--- config.mk ---
export PLATFORM = sky130hd
export DESIGN_NAME = outpass4_frame_config_ser
export DESIGN_NICKNAME = d
export VERILOG_FILES = /design/src/rtl/outpass4_frame_config_ser.sv
export SDC_FILE = /design/constraint.sdc
export NUM_CORES = 1
export LEC_CHECK = 0
export BUFFER_PORTS_ARGS = -buffer_cell sky130_fd_sc_hd__buf_2
export CAP_MARGIN = 20
export CORE_AREA = 2 2 39 41
export CTS_BUF_LIST = sky130_fd_sc_hd__clkbuf_4 sky130_fd_sc_hd__clkbuf_8 sky130_fd_sc_hd__clkbuf_16
export CTS_CLUSTER_DIAMETER = 60
export DETAILED_ROUTE_END_ITERATION = 16
export DIE_AREA = 0 0 41 43
export PLACE_DENSITY = 0.66
export SYNTH_ARGS = -nofsm -noshare
export SYNTH_HDL_FRONTEND = slang
export SYNTH_SLANG_ARGS = --single-unit
--- constraint.sdc ---
create_clock -name UserCLK -period 1.5 [get_ports UserCLK]
set_input_delay 0.15 -clock UserCLK [delete_from_list [all_inputs] [get_ports UserCLK]]
set_output_delay 0.15 -clock UserCLK [all_outputs]
set_load 0.02 [all_outputs]
--- src/rtl/outpass4_frame_config_ser.sv ---
// -----------------------------------------------------------------------------
// outpass4_frame_config_ser
//
// Output-direction pass BEL. Four fabric signals I0..I3 go to four external
// pad-side outputs O0..O3.
//
// Parallel mode (ConfigBits[4]=0): each channel is either combinational
// (Ox = Ix) or registered on UserCLK (Ox = Qx), chosen by ConfigBits[x].
//
// Serial mode (ConfigBits[4]=1): an LD strobe captures {I3,I2,I1,I0}. The
// word is then shifted out on O0, one bit per cycle. The qualifiers are:
//   O1 frame valid, O2 first-bit marker, O3 busy mirror.
// BUSY reports an in-progress frame back to the fabric. An LD on the final
// cycle of a frame starts the next frame with no idle cycle in between.
//
// Optional feature macro: OUTPASS4_SER_PARITY_EN
//   When defined, an even-parity bit follows the four data bits. This gives
//   5-cycle frames.
//
// Ports
//   UserCLK    in   user clock (external, shared)
//   RESETn     in   synchronous active-low reset
//   I0..I3     in   fabric data from the switch matrix
//   LD         in   fabric load strobe (serial mode only)
//   BUSY       out  high while a serial frame is in progress
//   O0..O3     out  pad-side outputs
//   ConfigBits in   [3:0] per-channel registered select, [4] serial enable,
//                   [5] bit order (0 = I0 first, 1 = I3 first)
// -----------------------------------------------------------------------------
module outpass4_frame_config_ser #(
  parameter int NoConfigBits = 6
) (
  input  logic                    UserCLK,
  input  logic                    RESETn,
  input  logic                    I0,
  input  logic                    I1,
  input  logic                    I2,
  input  logic                    I3,
  input  logic                    LD,
  output logic                    BUSY,
  output logic                    O0,
  output logic                    O1,
  output logic                    O2,
  output logic                    O3,
  input  logic [NoConfigBits-1:0] ConfigBits
);

  typedef enum logic [1:0] {
    IDLE  = 2'd0,
    SHIFT = 2'd1
`ifdef OUTPASS4_SER_PARITY_EN
    ,
    PARITY = 2'd2
`endif
  } serState_t;

  serState_t   state;
  serState_t   stateNext;
  logic [3:0]  iVec;
  logic [3:0]  q;
  logic [3:0]  shreg;
  logic [1:0]  cnt;
  logic        load;
  logic        serialEn;
  logic        msbFirst;
  logic        curBit;
  logic [3:0]  serOut;
  logic [3:0]  parOut;
  logic [3:0]  oVec;

  assign iVec     = {I3, I2, I1, I0};
  assign serialEn = ConfigBits[4];
  assign msbFirst = ConfigBits[5];

  // Next-state logic. An LD is accepted only in IDLE or on the last cycle of
  // a frame. An LD at any other point in a frame is dropped on purpose.
  always_comb begin
    // NOTE: every signal written here gets a default first, so no path can
    // leave it unassigned and infer a latch.
    stateNext = state;
    load      = 1'b0;
    if (!serialEn) begin
      stateNext = IDLE;
    end else begin
      case (state)
        IDLE: begin
          if (LD) begin
            load      = 1'b1;
            stateNext = SHIFT;
          end
        end
        SHIFT: begin
          if (cnt == 2'd3) begin
`ifdef OUTPASS4_SER_PARITY_EN
            stateNext = PARITY;
`else
            if (LD) begin
              load      = 1'b1;
              stateNext = SHIFT;
            end else begin
              stateNext = IDLE;
            end
`endif
          end
        end
`ifdef OUTPASS4_SER_PARITY_EN
        PARITY: begin
          if (LD) begin
            load      = 1'b1;
            stateNext = SHIFT;
          end else begin
            stateNext = IDLE;
          end
        end
`endif
        default: stateNext = IDLE;
      endcase
    end
  end

  always_ff @(posedge UserCLK) begin
    // NOTE: the reset here is synchronous, so it is only seen at a clock edge.
    // It clears every state bit, including the shift register, so no stale
    // word can leak out after reset.
    if (!RESETn) begin
      // NOTE: state elements take non-blocking assignments, so every
      // register samples the values from before the edge.
      q     <= 4'b0;
      shreg <= 4'b0;
      cnt   <= 2'd0;
      state <= IDLE;
    end else begin
      // Qx follows Ix on every edge. When serial mode is switched off, the
      // registered channels then show the last-sampled input at once.
      q     <= iVec;
      state <= stateNext;
      if (load) begin
        shreg <= iVec;
        cnt   <= 2'd0;
      end else if (state == SHIFT) begin
        cnt <= cnt + 2'd1;
      end
    end
  end

  // Serial outputs are pure functions of registered state, so they change
  // only after a clock edge.
  always_comb begin
    serOut = 4'b0;
    curBit = msbFirst ? shreg[2'd3 - cnt] : shreg[cnt];
    case (state)
      SHIFT:  serOut = {1'b1, (cnt == 2'd0), 1'b1, curBit};
`ifdef OUTPASS4_SER_PARITY_EN
      PARITY: serOut = {1'b1, 1'b0, 1'b1, ^shreg};
`endif
      default: serOut = 4'b0;
    endcase
  end

  // Parallel channels bypass reset when combinational.
  assign parOut = (ConfigBits[3:0] & q) | (~ConfigBits[3:0] & iVec);
  assign oVec   = serialEn ? serOut : parOut;

  assign O0   = oVec[0];
  assign O1   = oVec[1];
  assign O2   = oVec[2];
  assign O3   = oVec[3];
  assign BUSY = (state != IDLE);

endmodule

==> reports/results.ini <==
[status]
status = finished with violations
failed_checks = setup timing

[route]
drt_pass1_iterations = 4
wirelength_um = 1170
drt_iter0_drc = 9
drc = 0
num_vias = 517
drtAntennaViolNets = 0
post_drt_wl_per_cell_um = 11.8
routed_via_density = 5.22

[finish]
final_common_cell = buf_2
drive_gt1_share_pct = 36.1
diodes = 0
finish.utilization_pct = 52.4
stdcell_area_um2 = 726
final_nets = 99
n_fill_cell = 137
area_growth_pct = 25.8
mostFrequentLayoutCells = 16 x buf_2, 9 x dfxtp_1, 6 x o21ai_0

[cts]
clock_sinks = 11
clock_path_buffers = 2
ctsHtreeMaxLevel = 1
clk_latency_ns = 0.27
cts_tree = yes
cts_hold_buf = 0
clkTransAtPathRegs_ns = 0.07
cts_inserted_buffers = 3
root_buffer = clkbuf_4

[global_routing]
grt_pass1_vias = 458
grt_max_degree = 14
grt_pass1_wl_um = 1910
antenna_found_initial = 0
overflow = 0
grt_usage_pct = 17.0

[logic_synthesis]
synth_cell_types = 23
synth_warnings = 0
syn-num-nets = 77
avgSynthCellArea_um2 = 9.30
synth_area_um2 = 577
yosysTopAreaCellShare_pct = 38.2
synthCells = 62
seq_area_frac_synth_pct = 38.2
ys_seq_elements = 11
yosys-top-cells-area = dfxtp_1 38%, mux2i_1 5.2%, o21ai_0 5.2%
synth_top_cell_by_area = dfxtp_1

[timing]
hold_violations = 0
fmax_mhz = 616
rsz0062_at_grt = true
final.setup.worst_slack_ns = -0.124
clock_skew_ns = 0.000440
timing.hold.ws_ns = 0.102
drv_slew = 0
finalCritPeriodShare_pct = 108
setup_viol = 1
worst_slew_pin_slew_ns = 0.258
slew_headroom_pct = 82.7
layout_min_cycle_time_ns = 1.62

[floorplan]
ioPinCount = 18
core_area_um2 = 1380
start_util_pct = 41.7
dieArea_um2 = 1760
fp-row-count = 14
die_width_um = 41
fp.dieH_um = 43

[job]
drv_cap = 0

[placed_design]
gp_congestion = 0.734
post_dp_cell_area_um2 = 688
port_buffers = 17
hpwlAfterDp_um = 912

[power_and_ir_drop]
irDropWorstVdd_v = 0.000441
p_leak_nw = 0.318
p_per_area_nw_per_um2 = 890

[worst_setup_path]
crit_type = flip-flop to output pin
crit_fanout = 2
cp.arrival_ns = 1.47
r2r_slack_ns = 0.19
end_kind = output pin
crit_path_start_kind = flip-flop
required_ns = 1.35

[min_path]
hp-class = input port to flip-flop

==> cell usage after synthesis (all sizes together) <==
| library cell | number |
|---|---|
| nand3 | 1 |
| o22ai | 1 |
| a21boi | 4 |
| dfxtp | 11 |
| and2b | 1 |
| o211a | 1 |
| ha | 2 |
| xnor2 | 1 |
| nor2 | 5 |
| mux2 | 2 |
| o32ai | 1 |
| mux2i | 3 |
| nor2b | 3 |
| nand4 | 4 |
| buf | 1 |
| clkbuf | 1 |
| inv | 2 |
| nand2 | 3 |
| mux4 | 1 |
| nand2b | 2 |
| and2 | 4 |
| o21ai | 6 |
| a211oi | 2 |
==> state kept, by name, indices dropped and copies added (netlist names) <==
signal  count
state       1
shreg       4
cnt         2
q           4
==> final timing paths <==
kind,from,endpoint,cells past startpoint
worst max-delay path,cnt[0],O0,4
worst min-delay path,I1,q[1],2
worst max register to register,cnt[0],cnt[1],5
worst min register to register,shreg[2],shreg[2],2
==> cells by family (layout without fill, tap and decap cells) <==
family / count (synthesis) / after routing / synth area share [%]
fa+ha+maj: 2 / 2 / 4.34
xor+xnor: 1 / 1 / 1.52
compound gates: 15 / 15 / 18.7
flops: 11 / 11 / 38.2
mux: 6 / 6 / 13.0
simple gates: 23 / 23 / 21.5
buf+inv: 4 / 25 / 2.82
==> power breakdown <==
group / switching [mW] / leakage (nW) / internal (mW)
sequential: 0.00901 / 0.0914 / 0.306
combinational: 0.0593 / 0.208 / 0.0527
clock: 0.0972 / 0.0184 / 0.121
total: 0.166 / 0.318 / 0.480
==> per-layer routing <==
metal  vias up  GRT usage, %  part of all wire, %
met5         -             0                    0
met2        15          25.3                   48
li1        270             -                    -
met1       230          18.8                   46
met3         2          4.71                  4.9
met4         0          14.0                  1.3
==> stage by stage <==
stage	power, mW	setup slack, ns	std cells	setup TNS (ns)
final	0.646	-0.124	99	-0.124
after global routing	0.686	-0.203	99	-0.216
after CTS	0.651	-0.129	99	-0.129
after detailed placement	0.432	0.118	95	0
after global placement	0.430	0.151	95	0
after floorplan	0.385	0.183	62	0
==> worst max-delay path: stages (launching register included) <==
cell and delay, ns:
dfxtp_2 0.34, mux4_2 0.51, nor2_2 0.10, o32ai_2 0.09, buf_4 0.17
==> final cells by class <==
class                      count  area [um2]  share of cell area (%)
multi-input combinational     47         343                    47.2
tap                           16        20.0                    2.76
timing repair buffer          19         103                    14.1
clock buffer                   4        30.0                    4.14
sequential                    11         223                    30.7
inverter                       2        7.51                    1.03
==> timing repair <==
item                                    in CTS  in global routing
buffers inserted                             0                  0
endpoints found under the setup margin       1                  2
pin swaps                                    0                  0
gates resized for setup                      3                  1
Power figures use the tool's default switching activity.
